### src/rtl/cdb_arb_pkg.sv
// rtl/cdb_arb_pkg.sv - shared constants and index helper for the CDB result-bus arbiter
package cdb_arb_pkg;

  localparam int ARB_MODE_FIXED = 0;
  localparam int ARB_MODE_RR    = 1;
  localparam int CH_ALU         = 0;
  localparam int CH_LS          = 1;
  localparam int OH_MAX         = 32;

  function automatic logic [4:0] onehot2idx(input logic [OH_MAX-1:0] oh);
    logic [4:0] idx;
    idx = '0;
    for (int i = 0; i < OH_MAX; i++) begin
      if (oh[i]) idx = idx | 5'(i);
    end
    return idx;
  endfunction

endpackage

### src/rtl/rr_prio_pick.sv
// rtl/rr_prio_pick.sv - combinational rotating-priority picker (first request at or after base)
module rr_prio_pick #(
  parameter int N  = 2,
  parameter int PW = 1
) (
  input  logic [N-1:0]  req,
  input  logic [PW-1:0] base,
  output logic [N-1:0]  gnt
);

  logic [2*N-1:0] req_dbl;
  logic [2*N-1:0] gnt_dbl;
  logic [N-1:0]   rot_req;
  logic [N-1:0]   rot_gnt;

  // Rotate so base lands on bit 0, take the lowest set bit, rotate back.
  always_comb begin
    req_dbl = {req, req} >> base;
    rot_req = req_dbl[N-1:0];
    rot_gnt = rot_req & (~rot_req + N'(1));
    gnt_dbl = {rot_gnt, rot_gnt} << base;
    gnt     = gnt_dbl[2*N-1:N];
  end

endmodule

### src/rtl/cdb_arbiter.sv
// rtl/cdb_arbiter.sv - N-channel CDB writeback arbiter, fixed/round-robin with aging.
// Optional per-channel stall counters enabled by defining CDB_PERF_CNT_EN.
module cdb_arbiter
  import cdb_arb_pkg::*;
#(
  parameter int N_CH     = 2,
  parameter int MODE     = 1,
  parameter int MAX_WAIT = 4,
  parameter int CNT_W    = 16,
  localparam int SEL_W   = (N_CH > 2) ? $clog2(N_CH) : 1
) (
  input  logic              clk,
  input  logic              rst,
  input  logic [N_CH-1:0]   req,
  input  logic              cdb_busy,
  output logic [N_CH-1:0]   gnt,
  output logic              gnt_vld,
  output logic [SEL_W-1:0]  sel_result,
  output logic [N_CH-1:0]   stall
`ifdef CDB_PERF_CNT_EN
  ,
  output logic [N_CH*CNT_W-1:0] perf_stall_cnt
`endif
);

  localparam int WAIT_W = (MAX_WAIT > 0) ? $clog2(MAX_WAIT + 1) : 1;
  localparam logic [WAIT_W-1:0] WAIT_LIM = WAIT_W'(MAX_WAIT);

  logic [SEL_W-1:0]  rr_ptr_q, rr_ptr_d, base_ptr;
  logic [WAIT_W-1:0] wait_cnt_q [N_CH];
  logic [WAIT_W-1:0] wait_cnt_d [N_CH];
  logic [N_CH-1:0]   aged, aged_gnt, norm_gnt;

  if (N_CH < 2 || N_CH > OH_MAX || CNT_W < 1) begin : g_bad_cfg
    $error("cdb_arbiter: unsupported N_CH/CNT_W");
  end

  always_comb begin
    aged = '0;
    for (int i = 0; i < N_CH; i++) begin
      aged[i] = (MAX_WAIT > 0) && req[i] && (wait_cnt_q[i] == WAIT_LIM);
    end
  end

  assign base_ptr = (MODE == ARB_MODE_FIXED) ? '0 : rr_ptr_q;

  rr_prio_pick #(.N(N_CH), .PW(SEL_W)) u_aged_pick (
    .req (aged),
    .base({SEL_W{1'b0}}),
    .gnt (aged_gnt)
  );

  rr_prio_pick #(.N(N_CH), .PW(SEL_W)) u_norm_pick (
    .req (req),
    .base(base_ptr),
    .gnt (norm_gnt)
  );

  always_comb begin
    gnt = '0;
    if (!rst && !cdb_busy) gnt = (|aged) ? aged_gnt : norm_gnt;
    gnt_vld    = |gnt;
    stall      = req & ~gnt;
    sel_result = SEL_W'(onehot2idx(OH_MAX'(gnt)));

    rr_ptr_d = rr_ptr_q;
    if (MODE == ARB_MODE_RR && gnt_vld) begin
      rr_ptr_d = (sel_result == SEL_W'(N_CH - 1)) ? '0 : sel_result + SEL_W'(1);
    end

    // Losers age while the bus is free; a busy bus freezes everyone's age.
    for (int i = 0; i < N_CH; i++) begin
      wait_cnt_d[i] = wait_cnt_q[i];
      if (!req[i] || gnt[i]) begin
        wait_cnt_d[i] = '0;
      end else if (!cdb_busy && wait_cnt_q[i] != WAIT_LIM) begin
        wait_cnt_d[i] = wait_cnt_q[i] + WAIT_W'(1);
      end
    end
  end

  always_ff @(posedge clk or posedge rst) begin
    if (rst) begin
      rr_ptr_q <= '0;
      for (int i = 0; i < N_CH; i++) wait_cnt_q[i] <= '0;
    end else begin
      rr_ptr_q <= rr_ptr_d;
      for (int i = 0; i < N_CH; i++) wait_cnt_q[i] <= wait_cnt_d[i];
    end
  end

`ifdef CDB_PERF_CNT_EN
  logic [CNT_W-1:0] perf_q [N_CH];
  logic [CNT_W-1:0] perf_d [N_CH];

  always_comb begin
    perf_stall_cnt = '0;
    for (int i = 0; i < N_CH; i++) begin
      perf_d[i] = perf_q[i];
      if (stall[i] && perf_q[i] != '1) perf_d[i] = perf_q[i] + CNT_W'(1);
      perf_stall_cnt[i*CNT_W +: CNT_W] = perf_q[i];
    end
  end

  always_ff @(posedge clk or posedge rst) begin
    if (rst) begin
      for (int i = 0; i < N_CH; i++) perf_q[i] <= '0;
    end else begin
      for (int i = 0; i < N_CH; i++) perf_q[i] <= perf_d[i];
    end
  end
`endif

endmodule

### config.mk
export PLATFORM = sky130hd
export DESIGN_NAME = cdb_arbiter
export DESIGN_NICKNAME = d
export VERILOG_FILES = /design/src/rtl/cdb_arb_pkg.sv /design/src/rtl/rr_prio_pick.sv /design/src/rtl/cdb_arbiter.sv
export SDC_FILE = /design/constraint.sdc
export NUM_CORES = 1
export LEC_CHECK = 0
export ABC_CLOCK_PERIOD_IN_PS = 2500
export BUFFER_PORTS_ARGS = -buffer_cell sky130_fd_sc_hd__buf_2
export CAP_MARGIN = 5
export CELL_PAD_IN_SITES_DETAIL_PLACEMENT = 1
export CELL_PAD_IN_SITES_GLOBAL_PLACEMENT = 1
export CORE_MARGIN = 2
export CORE_UTILIZATION = 40
export DETAILED_ROUTE_END_ITERATION = 10
export MAX_ROUTING_LAYER = met4
export PLACE_DENSITY = 0.89
export SYNTH_ARGS = -nofsm -noshare
export SYNTH_HDL_FRONTEND = slang
export SYNTH_HIERARCHICAL = 1
export SYNTH_SLANG_ARGS = --single-unit
### constraint.sdc
create_clock -name clk -period 2.5 [get_ports clk]
set_clock_uncertainty 0.1 [all_clocks]
set_input_delay 0.25 -clock clk [delete_from_list [all_inputs] [get_ports clk]]
set_output_delay 0.25 -clock clk [all_outputs]
set_load 0.01 [all_outputs]
; Yosys cells after proc, flatten, opt, wreduce, memory -nomap -nowiden
; Cells that the tools add are included.
[totals]
elab_cells = 43
register_bits = 7
input_bits = 5
output_inout_bits = 6
[op_classes]
eq_ne = 4
n_reduce_logical = 15
n_mux = 8
n_addsub = 5
bitwise_logic = 6
n_shift = 2
[ops]
columns = op, n
row1 = $mux 3, 4
row2 = $add 3x1->3 const B, 2
row3 = $and 2x2->2, 3
row4 = $eq 3x3->1 const B, 2
row5 = $ne 3x3->1 const B, 2
row6 = $not 2->2, 3
row7 = $logic_and 1x1->1, 5
row8 = $add 2x1->2 const B, 2
row9 = $logic_not 1->1, 4
row10 = $mux 2, 2
row11 = $reduce_bool 2->1, 2
row12 = $reduce_or 2->1, 2
row13 = $shl 4x1->4, 1
row14 = $shr 4x1->2, 1
row15 = $logic_or 1x1->1, 2
row16 = $mux 1, 2
row17 = $add 1x1->1 const B, 1

; Depth between registers and ports, before layout
[depth]
depth_word = 10
ltp_mapped = 8
ltp_nobuf = 8

; Cells and area by module
; The synthesis kept the hierarchy.
[modules_own_cells]
columns = module, seq_area_each_um2, area_per_inst_um2, cells_per_inst, instances
row1 = cdb_arbiter, 175.2, 494.2, 54, 1
row2 = rr_prio_pick, 0.0, 18.8, 3, 2

; Worst setup path after synthesis
; OpenSTA, ideal clock, no wires.
[synth_path]
path_type = reg2out
start = register wait_cnt_q[0] (netlist bit)
end = output port gnt_vld
path_buffers = 0
required_ps = 2150
arrival_ps = 1515
path_stages_with_launch = 9
path_slack_ps = 635
path_cell_list = dfrtp_1 > inv_1 > ha_1 > nand3_2 > inv_2 > a21boi_1 > o21ai_2 > a21boi_4 > or2_1
[synth_between]
elab_chain_len = 8
word_cells_on_any_way = 9
cone_classes = add/sub (1) / eq/ne (1) / mux (2) / bitwise (2) / reduce/logical (3)
[synth_lines]
columns = item, line
row1 = from (decl), cdb_arbiter.sv:30  ; logic [WAIT_W-1:0] wait_cnt_q [N_CH];
row2 = $eq 3x3->1 *, cdb_arbiter.sv:41  ; aged[i] = (MAX_WAIT > 0) && req[i] && (wait_cnt_q[i] == WAIT_LIM);
row3 = $logic_and 1x1->1 *, cdb_arbiter.sv:41
row4 = named net aged[1], cdb_arbiter.sv:32  ; logic [N_CH-1:0] aged, aged_gnt, norm_gnt;
row5 = $not 2->2, rr_prio_pick.sv:20  ; rot_gnt = rot_req & (~rot_req + N'(1));
row6 = $add 2x1->2, rr_prio_pick.sv:20
row7 = $and 2x2->2 *, rr_prio_pick.sv:20
row8 = named net aged_gnt[1], cdb_arbiter.sv:32
row9 = $mux 2 * (2 in a row), cdb_arbiter.sv:61  ; if (!rst && !cdb_busy) gnt = (|aged) ? aged_gnt : norm_gnt;
row10 = $reduce_or 2->1 *, cdb_arbiter.sv:62  ; gnt_vld = |gnt;
row11 = to (decl), cdb_arbiter.sv:17  ; output logic gnt_vld,
; The timed path passes the listed nets; every way through them passes the cells marked *.

; Final worst setup path
; Same ends and word-level chain as after synthesis.

==> flow_summary.json <==
{
  "finalHoldViolCount": 0,
  "grtUsageTotal": 0.180,
  "p_clk_frac": 0.318,
  "area_growth_pct": 22.4,
  "endpoint_kind": "output pin",
  "pin_count": 11,
  "combPwrFrac": 0.245,
  "initial_core_util": 0.419,
  "yosys_warnings": 6,
  "yosysSeqAreaShare": 0.329,
  "maxSlewViolCount": 0,
  "outcome": "finished, final reports clean",
  "grtUsageMet3": 0.0333,
  "post-route-period-util": 0.922,
  "clk_pin_slew_ns": 0.05,
  "grt_busiest_layer": "met2",
  "syn_inst": 60,
  "worst_ep_required_time_ns": 2.15,
  "rows": 13,
  "p_int_mw": 0.217,
  "synth_edf_count": 0,
  "grt_remaining_overflow": 0,
  "p_per_area_mw_per_mm2": 462,
  "wl_per_cell_um": 12.3,
  "numCtsBuffers": 3,
  "clk_latency_ns": 0.24,
  "met1_usage": 0.185,
  "fp.dieArea_mm2": 0.00164,
  "cp.buffers_inverters": 3,
  "seqPwrFrac": 0.437,
  "hp-class": "primary input to flop",
  "num_antenna_cells": 0,
  "crit_path_start_kind": "flop",
  "die_h_um": 40.5,
  "synth-main-ff-cell": "dfrtp_1",
  "syn_area_per_cell_um2": 8.86,
  "coreArea_mm2": 0.00127,
  "cts_tree": "built",
  "routed_wl_um": 1130,
  "synthDistinctLibCells": 25,
  "drive_gt1_frac": 0.312,
  "grt_max_degree": 9,
  "power.total_mw": 0.301,
  "fin_crit_ns": 2.30,
  "ys_ff_latch": 7,
  "synth_area_um2": 532,
  "viasPerCell": 5.05,
  "io_buffers": 10,
  "dp_hpwl_um": 945,
  "max_freq_ghz": 0.434,
  "grt_pass1_vias": 443,
  "cap_violations": 0,
  "post-place-ws_ns": 0.419,
  "cts_root_buffer": "clkbuf_4",
  "drt_iter0_drc": 3,
  "vias": 465,
  "nNetsFinal": 87,
  "gp_congestion": 0.741,
  "leakagePower_nw": 0.334,
  "drc": 0,
  "swShare": 0.278,
  "use_met2": 0.329,
  "grt_first_pass_wirelength_um": 1840,
  "critPathMaxStageDelay_ns": 0.37,
  "drt-pass1-iter-count": 2,
  "ir_drop_uv": 261,
  "crit_chain": "inv_1, ha_2, nand3_2, inv_2, a21boi_1, o21ai_2, a21boi_4, or2_1, buf_2",
  "critPathKind": "flop to output pin",
  "synth_async_sr_flop_share": 1.00,
  "finalSetupViolations": 0,
  "cts_sinks": 7,
  "postRouteAntennaNets": 0,
  "cp_max_fo": 8,
  "p_sw_mw": 0.0838,
  "grt_antenna_before_repair": 0,
  "h-tree-depth": 1,
  "r2r_slack_ns": 0.56,
  "critPathSlowestCell": "dfrtp_1",
  "fin_tns_setup_ns": 0,
  "arrival_ns": 1.95,
  "cts_buffer_depth": 2,
  "die_x_um": 40.5,
  "critPathTopFamily": "compound AO/OA/AOI/OAI gates",
  "fin_ws_ns": 0.195,
  "final_util": 0.513
}
[placed cells by master, fill, tap and decap left out, drive strengths merged]
master	Yosys	final
a21boi	5	5
a21oi	6	6
buf	1	12
clkbuf	0	4
conb	1	2
dfrtp	7	7
dlygate4sd3	0	1
ha	4	4
inv	11	11
nand2	2	2
nand3	4	4
nand4	1	1
nor2	6	6
nor2b	1	1
nor3	1	1
nor3b	1	1
nor4b	1	1
nor4bb	2	2
o211ai	1	1
o21ai	1	1
o21ba	1	1
or2	1	1
xnor2	2	2
[cell usage after synthesis (all sizes together) (2+ instances only)]
cell type  instances  area (um2)
xnor2              2        17.5
inv               11        41.3
ha                 4        50.1
a21boi             5        48.8
nor4bb             2        20.0
nor2               6        22.5
nand2              2        7.51
nand3              4        30.0
dfrtp              7         175
a21oi              6        30.0
[per-layer routing]
metal,part of all wire,wire [um],vias up
met2,0.54,616,7
met1,0.42,478,224
met4,0.013,15,0
met5,0,0,-
met3,0.019,22,2
li1,-,-,232
[layout make-up]
type / count / area (um2)
Multi-Input combinational cell: 42 / 314
Clock buffer: 4 / 26.3
Fill cell: 154 / 618
Tap cell: 15 / 18.8
Sequential cell: 7 / 175
Timing Repair Buffer: 13 / 75.1
Inverter: 11 / 41.3
[power groups by stage]
stage	logic [mW]	registers, mW	clock network (mW)
2_1_floorplan	0.0498	0.131	0
5_1_grt	0.0843	0.133	0.109
3_5_place_dp	0.0694	0.133	0
3_3_place_gp	0.0657	0.133	0
6_report	0.0738	0.131	0.0957
4_1_cts	0.0711	0.131	0.0989
[cell families (layout without fill, tap and decap cells)]
kind of cell               after synthesis  count (layout)  synth area share
DFF                                      7               7             0.329
xor gates and xnor gates                 2               2            0.0329
and+or+nand+nor                         20              20             0.238
AOI/OAI and AO/OA                       14              14             0.207
buffers and inverters                   12              28            0.0918
adders and majority gates                4               4            0.0941
other                                    1               2           0.00705
[path summary, 6_finish.rpt]
path                                           startpoint                        end  cells past startpoint
worst max-delay path            wait_cnt_q[0]$_DFFE_PP0P_                    gnt_vld                      9
worst min-delay path                               req[1]  wait_cnt_q[0]$_DFFE_PP0P_                      3
worst max register to register  wait_cnt_q[0]$_DFFE_PP0P_       base_ptr$_DFFE_PP0P_                      9
worst min register to register       base_ptr$_DFFE_PP0P_       base_ptr$_DFFE_PP0P_                      1
max in group asynchronous                             rst  wait_cnt_q[3]$_DFFE_PP0P_                      3
min in group asynchronous                             rst  wait_cnt_q[0]$_DFFE_PP0P_                      3
[worst reg2reg max path, stage by stage (launching register included)]
cell and delay, ns:
dfrtp_1 0.37, inv_1 0.09, ha_2 0.21, nand3_2 0.12, inv_2 0.11, a21boi_1 0.20, o21ai_2 0.10, a21boi_4 0.25
buf_4 0.15, o21ba_1 0.13
[timing repair]
| action | CTS | global route |
|---|---|---|
| setup endpoints to repair | 0 | 2 |
| resized for setup | 0 | 1 |
| hold endpoints to repair | 7 | 0 |
| hold buffers | 1 | 0 |
| buffers inserted | 0 | 2 |
[stage by stage]
step,area (um2),hold slack (ns),instances
final,651,0.197,92
after global routing,651,0.199,92
after global placement,597,0.0953,85
after detailed placement,597,0.0969,85
after CTS,633,0.193,90
after floorplan,536,-0.0466,61
[registers in the layout (all words and copies together) (netlist names)]
signal and cells:
wait_cnt_q 6, base_ptr 1
Note: power is estimated with default switching activity, not from simulation.
